[config.mk]
export PLATFORM = sky130hd
export DESIGN_NAME = sfm_row_sequencer
export DESIGN_NICKNAME = d
export VERILOG_FILES = /design/src/rtl/sfm_row_sequencer.sv
export SDC_FILE = /design/constraint.sdc
export NUM_CORES = 1
export LEC_CHECK = 0
export BUFFER_PORTS_ARGS = -buffer_cell sky130_fd_sc_hd__buf_2
export CAP_MARGIN = 20
export CORE_MARGIN = 3
export CORE_UTILIZATION = 53
export DETAILED_ROUTE_END_ITERATION = 10
export GPL_TIMING_DRIVEN = 0
export PLACE_DENSITY = 0.82
export SETUP_SLACK_MARGIN = 0.1
export SLEW_MARGIN = 20
export SYNTH_ARGS = -nofsm -noshare
export SYNTH_HDL_FRONTEND = slang
export SYNTH_SLANG_ARGS = --single-unit
export TNS_END_PERCENT = 100
[constraint.sdc]
create_clock -name clk_i -period 4.06 [get_ports clk_i]
set_input_delay 0.609 -clock clk_i [delete_from_list [all_inputs] [get_ports clk_i]]
set_output_delay 0.609 -clock clk_i [all_outputs]
set_load 0.03 [all_outputs]
[src/rtl/sfm_row_sequencer.sv]
// Splits one softmax job into per-row ACC/DRAIN/REDUCE/DIV passes with strided addresses.
// Optional busy-cycle counter enabled by defining SFM_ROW_SEQ_PERF_CNT_EN.
module sfm_row_sequencer #(
   parameter int ADDR_WIDTH = 32,
   parameter int LEN_WIDTH  = 32,
   parameter int ROW_W      = 16
) (
   input  logic                  clk_i,
   input  logic                  rst_i,
   input  logic                  clear_i,
   input  logic                  start_i,
   input  logic [ADDR_WIDTH-1:0] in_base_i,
   input  logic [ADDR_WIDTH-1:0] out_base_i,
   input  logic [ADDR_WIDTH-1:0] row_stride_i,
   input  logic [LEN_WIDTH-1:0]  row_len_i,
   input  logic [ROW_W-1:0]      n_rows_i,
   output logic                  in_req_start_o,
   output logic [ADDR_WIDTH-1:0] in_base_addr_o,
   output logic [LEN_WIDTH-1:0]  in_tot_len_o,
   input  logic                  in_done_i,
   output logic                  out_req_start_o,
   output logic [ADDR_WIDTH-1:0] out_base_addr_o,
   output logic [LEN_WIDTH-1:0]  out_tot_len_o,
   input  logic                  out_done_i,
   input  logic                  dp_busy_i,
   input  logic                  dp_reducing_i,
   output logic                  dp_acc_finished_o,
   output logic                  dp_dividing_o,
   output logic                  busy_o,
   output logic                  done_o,
   output logic [ROW_W-1:0]      row_idx_o,
   output logic [31:0]           cycles_o
);

   typedef enum logic [2:0] {S_IDLE, S_ACC, S_DRAIN, S_REDUCE, S_DIV, S_NEXT} state_t;

   state_t                state_reg;
   logic [ADDR_WIDTH-1:0] in_addr_reg;
   logic [ADDR_WIDTH-1:0] out_addr_reg;
   logic [ADDR_WIDTH-1:0] stride_reg;
   logic [LEN_WIDTH-1:0]  len_reg;
   logic [ROW_W-1:0]      n_rows_reg;
   logic [ROW_W-1:0]      row_idx_reg;
   logic                  in_start_reg;
   logic                  out_start_reg;
   logic                  acc_fin_reg;
   logic                  div_reg;
   logic                  busy_reg;
   logic                  done_reg;
   logic                  more_rows;

   // Widened by one bit so row_idx + 1 cannot overflow at the maximum row count.
   assign more_rows = ({1'b0, row_idx_reg} + (ROW_W+1)'(1)) < {1'b0, n_rows_reg};

   always_ff @(posedge clk_i) begin
      if (rst_i || clear_i) begin
         state_reg     <= S_IDLE;
         in_addr_reg   <= '0;
         out_addr_reg  <= '0;
         stride_reg    <= '0;
         len_reg       <= '0;
         n_rows_reg    <= '0;
         row_idx_reg   <= '0;
         in_start_reg  <= 1'b0;
         out_start_reg <= 1'b0;
         acc_fin_reg   <= 1'b0;
         div_reg       <= 1'b0;
         busy_reg      <= 1'b0;
         done_reg      <= 1'b0;
      end else begin
         in_start_reg  <= 1'b0;
         out_start_reg <= 1'b0;
         case (state_reg)
            S_IDLE: begin
               if (start_i) begin
                  in_addr_reg  <= in_base_i;
                  out_addr_reg <= out_base_i;
                  stride_reg   <= row_stride_i;
                  len_reg      <= row_len_i;
                  // A zero-length row makes the whole job empty.
                  n_rows_reg   <= (row_len_i == '0) ? '0 : n_rows_i;
                  row_idx_reg  <= '0;
                  busy_reg     <= 1'b1;
                  if (n_rows_i == '0 || row_len_i == '0) begin
                     state_reg <= S_NEXT;
                  end else begin
                     state_reg    <= S_ACC;
                     in_start_reg <= 1'b1;
                  end
               end
            end
            S_ACC: begin
               if (in_done_i) state_reg <= S_DRAIN;
            end
            S_DRAIN: begin
               if (!dp_busy_i) begin
                  acc_fin_reg <= 1'b1;
                  state_reg   <= S_REDUCE;
               end
            end
            S_REDUCE: begin
               if (dp_reducing_i) begin
                  acc_fin_reg   <= 1'b0;
                  in_start_reg  <= 1'b1;
                  out_start_reg <= 1'b1;
                  div_reg       <= 1'b1;
                  state_reg     <= S_DIV;
               end
            end
            S_DIV: begin
               if (out_done_i) begin
                  div_reg   <= 1'b0;
                  state_reg <= S_NEXT;
               end
            end
            S_NEXT: begin
               // After the last row NEXT spans two cycles: decide, then the done cycle.
               if (done_reg) begin
                  done_reg  <= 1'b0;
                  busy_reg  <= 1'b0;
                  state_reg <= S_IDLE;
               end else if (more_rows) begin
                  row_idx_reg  <= row_idx_reg + ROW_W'(1);
                  in_addr_reg  <= in_addr_reg + stride_reg;
                  out_addr_reg <= out_addr_reg + stride_reg;
                  in_start_reg <= 1'b1;
                  state_reg    <= S_ACC;
               end else begin
                  done_reg <= 1'b1;
               end
            end
            default: state_reg <= S_IDLE;
         endcase
      end
   end

   assign in_req_start_o    = in_start_reg;
   assign out_req_start_o   = out_start_reg;
   assign in_base_addr_o    = in_addr_reg;
   assign out_base_addr_o   = out_addr_reg;
   assign in_tot_len_o      = len_reg;
   assign out_tot_len_o     = len_reg;
   assign dp_acc_finished_o = acc_fin_reg;
   assign dp_dividing_o     = div_reg;
   assign busy_o            = busy_reg;
   assign done_o            = done_reg;
   assign row_idx_o         = row_idx_reg;

`ifdef SFM_ROW_SEQ_PERF_CNT_EN
   logic [31:0] cycles_reg;

   always_ff @(posedge clk_i) begin
      if (rst_i || clear_i) begin
         cycles_reg <= '0;
      end else if (state_reg == S_IDLE && start_i) begin
         cycles_reg <= '0;
      end else if (busy_reg && cycles_reg != 32'hFFFF_FFFF) begin
         cycles_reg <= cycles_reg + 32'd1;
      end
   end

   assign cycles_o = cycles_reg;
`else
   assign cycles_o = 32'd0;
`endif

endmodule

# After elaboration in Yosys (flattened, before gate mapping)
# Cells that the tools add are included.
[word_totals]
reg_bits = 169
word_cells = 87
inputBits = 152
output_inout_bits = 182
[classes]
eq_ne = 14
n_addsub = 4
reduce_logical = 15
bitwise_logic = 1
muxes = 39
order_cmp = 1
[op_table]
columns = ["cell", "n"]
rows = [
  ["$mux 32", 6],
  ["$pmux 32 s2", 2],
  ["$add 32x32->32", 2],
  ["$mux 16", 4],
  ["$logic_not 32->1", 1],
  ["$pmux 16 s2", 1],
  ["$mux 3", 8],
  ["$pmux 3 s6", 1],
  ["$add 16x1->17 const B", 1],
  ["$lt 17x16->1", 1],
  ["$add 16x1->16 const B", 1],
  ["$logic_not 16->1", 1],
  ["$ne 2x2->1 const B", 8],
  ["$mux 1", 13],
  ["$reduce_and 3->1", 3],
  ["$eq 3x2->1 const B", 2],
  ["$eq 3x3->1 const B", 2],
  ["$pmux 1 s2", 3],
  ["$reduce_and 6->1", 1],
  ["$reduce_bool 2->1", 3],
  ["$reduce_and 4->1", 1],
  ["$eq 3x1->1 const B", 1],
  ["$logic_not 3->1", 1],
  ["$ne 3x3->1 const B", 1],
  ["other kinds (5)", 6],
]

# Depth between registers and ports, before layout
[depth]
depth_word = 5
depth_mapped = 18
mapped_depth_nobuf = 15

# Worst setup path after synthesis
# Ideal clock, no wire load.
[synth_path]
path_kind = "register -> register"
startpoint = "register row_idx_reg[0] (netlist: row_idx_o[0])"
endpoint = "register row_idx_reg[8] (netlist: row_idx_o[8])"
arrival_ps = 3561
path_slack_ps = 372
path_stages_with_launch = 18
period_less_slack_ps = 3688
n_path_buf = 2
cell_sequence = "dfxtp_1 ha_1 and4_1 nand4_1 nor2_1 xor2_1 ha_1 a21o_1 a21o_1 a21o_1 nor3_1 o21a_1 a21o_1 buf_2 buf_1 nand2_1 a22oi_1 nor2_1"
[synth_between]
elab_chain_cells = 4
elab_cells_between_ends = 8
cone_classes = "2 x add/sub; 1 x order compare; 1 x eq/ne; 3 x mux; 1 x reduce/logical"
[synth_lines]
columns = ["item", "line", "rtl"]
rows = [
  ["from (decl)", "43", "logic [ROW_W-1:0] row_idx_reg;"],
  ["from (signal assigned)", "123", "row_idx_reg <= row_idx_reg + ROW_W'(1);"],
  ["$add 16x1->17 or $add 16x1->16 (tied branches)", "53, 123", ""],
  ["$lt 17x16->1 or $mux 16 (tied branches)", "53, 122", ""],
  ["$ne 2x2->1 (no source line) or $mux 16 (tied branches)", "-", ""],
  ["$reduce_and 4->1 (no source line) or $pmux 16 s2 (tied branches)", "-", ""],
]
# Several ways; a longest one is shown, not always the timed one. The select of a mux whose other input is x is not followed.
# A chain may end at the register's enable or synchronous reset.

# Worst setup path in the final report
[layout_path]
startpoint = "register row_idx_reg[1] (netlist: row_idx_o[1])"
endpoint = "register in_addr_reg[19] (netlist: in_base_addr_o[19])"
[layout_between]
elab_chain_cells = 4
[layout_lines]
columns = ["item", "line", "rtl"]
rows = [
  ["$add 16x1->17", "53", "assign more_rows = ({1'b0, row_idx_reg} + (ROW_W+1)'(1)) < {1'b0, n_rows_reg};"],
  ["$lt 17x16->1", "53", ""],
  ["$ne 2x2->1 (no source line)", "-", ""],
  ["$reduce_and 4->1 (no source line)", "-", ""],
  ["to (signal assigned)", "76", "in_addr_reg <= in_base_i;"],
  ["to (signal assigned)", "124", "in_addr_reg <= in_addr_reg + stride_reg;"],
  ["to (decl)", "38", "logic [ADDR_WIDTH-1:0] in_addr_reg;"],
]
# No other way between the ends.

==> flow_summary.toml <==
[floorplanning]
chipHeight_microns = 149.6
start_util = 0.5508
die_x_microns = 149.6
coreArea_sq_um = 19850
row_count = 51
die_area_sq_um = 22380
io_pins = 334

[routing]
wl_mm = 41.08
drc = 0
avgViaCountPerCell = 5.850
drt_iter0_markers = 1235
vias = 12273
wl_per_cell_microns = 19.58
antenna_left = 0
dr.pass1.iters = 6

[global_route]
overflow = 0
grt_pass1_vias = 11334
grt_usage = 0.3514
grt_pass1_wl_mm = 60.57
grt_max_degree = 19
antenna_found_initial = 3

[critical_path]
worst_ep_required_time_ps = 4360
path_cells = "ha_1 > and4_1 > nand4_1 > nor2_1 > xor2_1 > ha_1 > a21o_1 > a21o_1 > a21o_1 > nor3_1 > o21a_2 > a21o_1 > clkbuf_4 > clkbuf_2 > a311oi_1"
cpMostUsedCell = "a21o_1"
crit_slowest_cell = "dfxtp_1"
slowest_delay_ps = 390
setup.worst_path.start_class = "flip-flop"
crit_buf_inv = 2
crit_path_end_kind = "flip-flop"
cp_top_family = "compound AO/OA/AOI/OAI gates"
critPathMaxFanout = 10
crit_arrival_ps = 4080
worst-setup-path-type = "flip-flop to flip-flop"

[timing]
setup_viol = 0
grt_setup_unrepaired = "yes"
finalCritPeriodShare = 0.9317
fmax_mhz = 264.4
period_needed_ps = 3783
slew_violations = 0
hold_violations = 0
tns_ps = 0
fin_skew_ps = 10.20
slew_headroom = 0.2810
max_slew.worst_pin.slew_ps = 1079

[place]
hpwlAfterDp_mm = 31.56
placedCellCount = 2060
io_buffers = 301
dpl_cell_area_sq_um = 12890
gp_congestion = 0.9846

[power]
p_int_w = 0.002870
seq_power_share = 0.414
peakVddDrop_mv = 0.2781
powerDensity_nw_per_um2 = 314.4
p_sw_frac = 0.3281
p_leak_nw = 6.391
p_total_w = 0.004272
clock_power_share = 0.399
switchingPower_w = 0.001402
power_frac_comb = 0.187

[cells_and_area]
finalNetCount = 2049
finalNonFillerCells = 2098
fin_util = 0.6846
drive_above_1_share = 0.2388
final_common_cell = "buf_2"
syn2layout_area_growth_pct = 24.30
final_area_sq_um = 13590
layout_common_cells = "buf_2 (303), nand2_1 (260), a21oi_1 (204)"

[clocking]
clk_pin_slew_ps = 80
cts.sinks = 169
clock_path_buffers = 2
cts_buffers = 17
insertion_delay_ps = 450
hold_buffers = 0
h-tree-depth = 4
cts_root_buf = "clkbuf_16"
tritoncts = "built"

[yosys]
ys_types = 67
ys_warn_count = 0
synth_seq_cells = 169
synth_edf_count = 0
synthArstFlopShare = 0
syn_inst = 1463
synth_area_per_cell_sq_um = 7.471
yosysSeqAreaShare = 0.3095
synth_ff_type = "dfxtp_1"
syn-cell-area_sq_um = 10930

[run]
drv_cap = 0

[outcome]
status = "finished clean"

[min_path]
hp-class = "primary input to flip-flop"
-- worst reg2reg max path, stage by stage, from the launching register on --
cell and delay (ps):
dfxtp_1 390, ha_1 220, and4_1 250, nand4_1 160, nor2_1 170, xor2_1 260
ha_1 290, a21o_1 180, a21o_1 180, a21o_1 210, nor3_1 200, o21a_2 230
a21o_1 150, clkbuf_4 230, clkbuf_2 370, a311oi_1 140
-- metal layers --
layer	vias to the layer above	routed length, microns	GRT usage
li1	5800	-	-
met4	0	1866	0.1533
met3	123	4402	0.07813
met1	5645	15710	0.4335
met2	705	19100	0.5900
met5	-	0	0
-- per-stage QoR --
stage | worst slack [ps] | hold WS (ps)
after global placement | -296.3 | 439.1
after global routing | 81.62 | 394.7
after detailed placement | -341.8 | 445.4
after CTS | 102.3 | 389.9
final | 277.3 | 390.0
after floorplan | 371.9 | 428.6
-- area by class of cell --
class,instances,area [sq um]
timing repair buffer,304,1529
sequential,169,3385
buffer,151,849.6
fill,1696,6259
inverter,37,138.9
clock inverter,15,181.4
multi-input combinational,1137,6739
antenna,3,7.507
clock buffer,17,425.4
tap,265,331.6
-- worst paths after layout --
kind | start | end | slack (ps) | depth (start not counted)
worst max-delay path | row_idx_o[1] | in_base_addr_o[19] | 280 | 15
worst min-delay path | row_stride_i[22] | stride_reg[22] | 390 | 3
worst max register to register | row_idx_o[1] | in_base_addr_o[19] | 280 | 15
worst min register to register | n_rows_reg[15] | n_rows_reg[15] | 460 | 2
-- power by group through the flow --
stage               logic, W  clock network [W]  registers [W]
floorplan           0.000430                  0        0.00186
global placement    0.000764                  0        0.00180
detailed placement  0.000772                  0        0.00180
CTS                 0.000779            0.00170        0.00177
global route        0.000855            0.00178        0.00177
finish              0.000798            0.00170        0.00177
-- cells by family (layout without fill, tap and decap cells) --
family | count (synthesis) | after routing | synth area share
buffers and inverters | 188 | 524 | 0.08688
other | 1 | 35 | 0.0003431
multiplexers | 6 | 6 | 0.005495
XOR/XNOR | 60 | 60 | 0.04808
AO/OA/AOI/OAI | 439 | 439 | 0.2470
flip-flops | 169 | 169 | 0.3095
adder cells (fa/ha/maj) | 80 | 80 | 0.09295
AND/OR/NAND/NOR | 520 | 520 | 0.2097
-- what timing repair did --
item,4_1_cts,5_1_grt
endpoints found under the setup margin,79,79
buffers inserted,3,0
resized for setup,15,20
-- synthesized netlist by cell type, drive strengths merged (8+ instances only) --
cell	instances	area [sq um]
nor2	97	364.1
xnor2	42	367.9
ha	78	975.9
nand4	14	87.58
nor2b	10	62.56
dfxtp	169	3383
o211ai	12	95.09
a21oi	206	1039
nor4	14	87.58
a21o	35	264.0
a311oi	9	78.83
nor3	33	165.2
xor2	18	157.7
buf	73	518.0
nand2	260	975.9
nand2b	8	50.05
a31oi	15	100.1
nand3	46	230.2
clkbuf	78	292.8
o21ai	75	382.9
o21a	8	60.06
and3	11	68.82
a211oi	35	267.8
inv	37	138.9
No activity file was read; power rests on OpenSTA's default activity.
